`src/rtl/imem_loader.sv`:
```
// Byte-stream to 32-bit instruction-word loader for the instruction memory write port.
// Holds the CPU pipeline while loading so fetch never sees a partially written image.
module imem_loader #(
    parameter int INS_ADDRESS = 9,
    parameter int INS_W       = 32
) (
    input  logic                     clk,
    input  logic                     reset,
    input  logic                     load_start,
    input  logic [INS_ADDRESS-1:0]   load_base,
    input  logic [INS_ADDRESS-2:0]   load_words,
    input  logic                     byte_valid,
    input  logic [7:0]               byte_data,
    output logic                     byte_ready,
    output logic                     wr_en,
    output logic [INS_ADDRESS-1:0]   wr_addr,
    output logic [INS_W-1:0]         wr_data,
    output logic                     cpu_hold,
    output logic                     load_done
);

    // state | meaning
    // IDLE  | waiting for load_start
    // RECV  | accepting bytes of the current word
    // WRITE | one-cycle write strobe of the assembled word
    // DONE  | one-cycle load_done pulse
    typedef enum logic [1:0] {
        IDLE  = 2'd0,
        RECV  = 2'd1,
        WRITE = 2'd2,
        DONE  = 2'd3
    } state_t;

    state_t                   state_q, state_d;
    logic [INS_ADDRESS-1:0]   addr_q, addr_d;
    logic [INS_ADDRESS-2:0]   words_left_q, words_left_d;
    logic [1:0]               byte_cnt_q, byte_cnt_d;
    logic [INS_W-1:0]         word_q, word_d;
    logic                     byte_ready_q, byte_ready_d;
    logic                     wr_en_q, wr_en_d;
    logic [INS_ADDRESS-1:0]   wr_addr_q, wr_addr_d;
    logic [INS_W-1:0]         wr_data_q, wr_data_d;
    logic                     cpu_hold_q, cpu_hold_d;
    logic                     load_done_q, load_done_d;

    always_comb begin
        state_d      = state_q;
        addr_d       = addr_q;
        words_left_d = words_left_q;
        byte_cnt_d   = byte_cnt_q;
        word_d       = word_q;

        case (state_q)
            IDLE: begin
                if (load_start) begin
                    addr_d       = load_base & ~INS_ADDRESS'(3);
                    words_left_d = load_words;
                    byte_cnt_d   = 2'd0;
                    state_d      = (load_words == '0) ? DONE : RECV;
                end
            end
            RECV: begin
                if (byte_valid) begin
                    word_d[8*byte_cnt_q +: 8] = byte_data;
                    byte_cnt_d                = byte_cnt_q + 2'd1;
                    if (byte_cnt_q == 2'd3) begin
                        state_d = WRITE;
                    end
                end
            end
            WRITE: begin
                addr_d       = addr_q + INS_ADDRESS'(4);
                words_left_d = words_left_q - (INS_ADDRESS-1)'(1);
                state_d      = (words_left_q == (INS_ADDRESS-1)'(1)) ? DONE : RECV;
            end
            DONE: begin
                state_d = IDLE;
            end
            default: begin
                state_d = IDLE;
            end
        endcase

        // Outputs are registered from the next state so they never depend combinationally on inputs.
        byte_ready_d = (state_d == RECV);
        wr_en_d      = (state_d == WRITE);
        cpu_hold_d   = (state_d != IDLE);
        load_done_d  = (state_d == DONE);
        wr_addr_d    = (state_d == WRITE) ? addr_d : wr_addr_q;
        wr_data_d    = (state_d == WRITE) ? word_d : wr_data_q;
    end

    always_ff @(posedge clk) begin
        if (reset) begin
            state_q      <= IDLE;
            addr_q       <= '0;
            words_left_q <= '0;
            byte_cnt_q   <= 2'd0;
            word_q       <= '0;
            byte_ready_q <= 1'b0;
            wr_en_q      <= 1'b0;
            wr_addr_q    <= '0;
            wr_data_q    <= '0;
            cpu_hold_q   <= 1'b0;
            load_done_q  <= 1'b0;
        end else begin
            state_q      <= state_d;
            addr_q       <= addr_d;
            words_left_q <= words_left_d;
            byte_cnt_q   <= byte_cnt_d;
            word_q       <= word_d;
            byte_ready_q <= byte_ready_d;
            wr_en_q      <= wr_en_d;
            wr_addr_q    <= wr_addr_d;
            wr_data_q    <= wr_data_d;
            cpu_hold_q   <= cpu_hold_d;
            load_done_q  <= load_done_d;
        end
    end

    assign byte_ready = byte_ready_q;
    assign wr_en      = wr_en_q;
    assign wr_addr    = wr_addr_q;
    assign wr_data    = wr_data_q;
    assign cpu_hold   = cpu_hold_q;
    assign load_done  = load_done_q;

endmodule
```
`config.mk`:
```
export PLATFORM = sky130hd
export DESIGN_NAME = imem_loader
export DESIGN_NICKNAME = d
export VERILOG_FILES = /design/src/rtl/imem_loader.sv
export SDC_FILE = /design/constraint.sdc
export NUM_CORES = 1
export LEC_CHECK = 0
export BUFFER_PORTS_ARGS = -buffer_cell sky130_fd_sc_hd__clkbuf_2
export CELL_PAD_IN_SITES_DETAIL_PLACEMENT = 1
export CELL_PAD_IN_SITES_GLOBAL_PLACEMENT = 1
export CORE_MARGIN = 5
export CORE_UTILIZATION = 44
export DETAILED_ROUTE_END_ITERATION = 10
export PLACE_DENSITY_LB_ADDON = 0.1
export SLEW_MARGIN = 25
export SYNTH_ARGS = -nofsm -noshare
export SYNTH_HDL_FRONTEND = slang
export SYNTH_SLANG_ARGS = --single-unit
```
`constraint.sdc`:
```
create_clock -name clk -period 3.2 [get_ports clk]
set_clock_uncertainty 0.1 [all_clocks]
set_input_delay 0.96 -clock clk [delete_from_list [all_inputs] [get_ports clk]]
set_output_delay 0.96 -clock clk [all_outputs]
set_load 0.005 [all_outputs]
```
==> results.py <==
metrics = {
    "power": {
        "internal_power_mw": 1.661,
        "clkPwrFrac_pct": 35.7,
        "p_sw_mw": 0.5392,
        "vdd_drop_max_mv": 0.1893,
        "powerDensity_mw_per_mm2": 483.4,
        "fin_total_pwr_mw": 2.200,
        "power_switching_share_pct": 24.51,
        "leakage_nw": 1.885,
        "seqPwrFrac_pct": 57.3,
        "comb_power_share_pct": 7.0,
    },
    "layout": {
        "n_fill_cell": 1048,
        "multi_input_area_mm2": 0.001817,
        "diodes": 0,
        "syn_to_final_growth_pct": 16.34,
        "nets": 537,
        "ff_latch_area_mm2": 0.001962,
        "drive_gt1_share_pct": 18.89,
    },
    "floorplan": {
        "fp-row-count": 34,
        "start_util_pct": 45.08,
        "dieWidth_um": 104.3,
        "fp.dieH_um": 104.3,
        "dieArea_mm2": 0.01088,
        "core-area_mm2": 0.008678,
        "pin_count": 74,
    },
    "synth": {
        "synthTopCellsByCount": "dfxtp_1, nor2_1, a21oi_1",
        "syn_inst": 440,
        "syn_area_mm2": 0.003913,
        "avgSynthCellArea_um2": 8.892,
        "yosys_warnings": 0,
        "synth_top_area_share_pct": 50.14,
        "ys_ff_latch": 98,
        "async_flop_share_pct": 0,
        "synthTopCellsByArea": "dfxtp_1, a211oi_1, nor2_1",
        "synth_enable_flop_cells": 0,
        "yosys.area.top_type": "dfxtp_1",
        "yosysMostFrequentCell": "dfxtp_1",
        "yosysUniqueCellTypes": 43,
        "seq_area_frac_synth_pct": 50.14,
        "syn_nets": 478,
        "synth_flop_cell": "dfxtp_1",
    },
    "timing": {
        "hold_viol_final": 0,
        "tns_ps": 0,
        "period_needed_ps": 2417,
        "timing.fmax_mhz": 413.8,
        "setup_violations": 0,
        "drv_slew": 0,
        "finalCritPeriodShare_pct": 75.53,
        "rsz0062_at_grt": "false",
        "worst_pin_slew_ps": 942.9,
        "slew_headroom_pct": 37.14,
    },
    "clocking": {
        "cts_tree": "yes",
        "h-tree-depth": 3,
        "clk_latency_ps": 350,
        "numCtsBuffers": 9,
        "cts.clk_slew.worst_paths_ps": 90,
        "max-clock-path-buffers": 2,
        "cts-root-buf": "clkbuf_8",
        "postCtsSetupRepairBufs": 0,
        "cts_resized": 0,
        "numClockSinks": 98,
        "cts_hold_buffers": 0,
    },
    "global_routing": {
        "overflow": 0,
        "grt_pass1_vias": 3491,
        "track_usage_pct": 18.83,
        "grt_antenna_before_repair": 0,
        "grt_max_degree": 79,
        "grt_pass1_wl_mm": 17.17,
    },
    "critical_path": {
        "end_kind": "register",
        "r2r_setup_slack_ps": 780,
        "rr_endpoint": "wr_data[0]",
        "critPathMaxFanout": 9,
        "r2r_start": "byte_cnt_q[0]",
        "crit_path_start_kind": "register",
        "crit_slowest_cell": "nor3b_1",
        "critical_path_buf_inv_count": 1,
        "arrival_ps": 2590,
        "cpPeakStageDelay_ps": 590,
        "required_ps": 3370,
        "path_delay_family": "simple AND/OR/NAND/NOR gates",
        "worstSetupPathType": "register to register",
        "worstSetupStartpoint": "byte_cnt_q[0]",
        "r2r_cells": 6,
        "path_cells": "inv_1 > ha_1 > nor3b_1 > and3_1 > a21oi_1 > a211oi_1",
    },
    "placed_design": {
        "port_buffers": 71,
        "place.gp.congestion": 0.7890,
        "hpwlAfterDp_mm": 6.889,
    },
    "drt": {
        "dr.pass1.iters": 4,
        "drt-met1-wl_mm": 4.550,
        "drtIter0Drc": 103,
        "via_per_inst": 5.499,
        "routedWlPerCell_um": 16.11,
        "wl_met2_mm": 4.861,
        "ant_nets": 0,
        "dr_total_vias": 3360,
        "highest_layer": "met4",
        "drcViolationCount": 0,
        "wl_met3_um": 344,
        "drt_wl_total_mm": 9.844,
    },
    "run": {
        "maxCapViolations": 0,
    },
    "status": {
        "outcome": "complete, no violations",
    },
    "min_path": {
        "whs_endpoint": "wr_addr[1]",
        "min_from": "wr_addr[1]",
        "hp-class": "register to register",
        "worstHoldPathCells": 2,
    },
}
## power groups by stage
stage          clock (mW)  combinational (mW)  sequential (mW)
6_report            0.785               0.154             1.26
5_1_grt             0.863               0.172             1.27
4_1_cts             0.801               0.155             1.26
3_5_place_dp            0               0.155             1.29
3_3_place_gp            0               0.149             1.29
2_1_floorplan           0               0.100             1.28
## cells by family (layout without fill, tap and decap cells)
family | Yosys count | count (layout) | share of synthesized area, %
and+or+nand+nor | 177 | 177 | 23.25
adders and majority gates | 9 | 9 | 2.878
AOI/OAI and AO/OA | 121 | 121 | 20.02
DFF | 98 | 98 | 50.14
buffers and inverters | 34 | 97 | 3.454
muxes | 1 | 1 | 0.2558
## worst register-to-register path: stages (launching register included)
cell      delay, ps
dfxtp_1         520
inv_1           180
ha_1            390
nor3b_1         590
and3_1          240
a21oi_1          60
a211oi_1        250
## placed cells by master (no fill, tap or decap), types with 3 or more instances in the layout
| cell type | count |
|---|---|
| o21ai_0 | 3 |
| inv_1 | 6 |
| nor3b_1 | 5 |
| dfxtp_1 | 98 |
| a22oi_1 | 3 |
| and4b_1 | 4 |
| nor2b_1 | 4 |
| ha_1 | 9 |
| a2bb2oi_1 | 4 |
| nand2_1 | 19 |
| buf_12 | 3 |
| nand2b_1 | 4 |
| and3_1 | 32 |
| nor2_1 | 82 |
| a31oi_1 | 4 |
| clkbuf_8 | 9 |
| nor3_1 | 5 |
| a211oi_1 | 42 |
| o311ai_0 | 3 |
| nor4_1 | 3 |
| clkbuf_2 | 71 |
| a21oi_1 | 51 |
## sequential cells by signal (all words and copies together) (netlist names)
name	cells
word_q	32
wr_data	32
addr_q	9
wr_addr	9
words_left_q	8
byte_cnt_q	2
state_q	2
byte_ready	1
cpu_hold	1
load_done	1
wr_en	1
## per-layer routing
| layer | up-vias | GRT usage (%) |
|---|---|---|
| li1 | 1694 | - |
| met1 | 1603 | 24.30 |
| met2 | 54 | 32.04 |
| met3 | 9 | 4.221 |
| met4 | 0 | 4.163 |
| met5 | - | 0 |
## worst max path at each step
stage	endpoint	slack [ps]	cells after the start
2_1_floorplan	wr_addr[5]	830	6
3_3_place_gp	wr_addr[5]	700	5
3_5_place_dp	wr_addr[6]	620	5
4_1_cts	wr_data[0]	790	6
5_1_grt	wr_data[1]	520	6
6_report	wr_data[0]	780	6
## cell type report
class | instances | area share (%)
clock buffers | 11 | 2.886
clock inverters | 4 | 1.182
inverters | 6 | 0.4948
multi-input cells | 308 | 39.91
flip-flops and latches | 98 | 43.10
well taps | 108 | 2.969
repair buffers | 76 | 9.456
## metrics by stage
stage	setup slack, ps	instance area [um^2]	std cells	util [%]	hold slack (ps)
finish	783.1	4552	611	52.45	357.5
global route	520.5	4552	611	52.45	379.1
CTS	788.5	4552	611	52.45	361.0
detailed placement	617.7	4367	596	50.32	347.2
global placement	695.9	4367	596	50.32	336.8
floorplan	826.9	3913	440	-	331.5
Power figures use the tool's default switching activity.
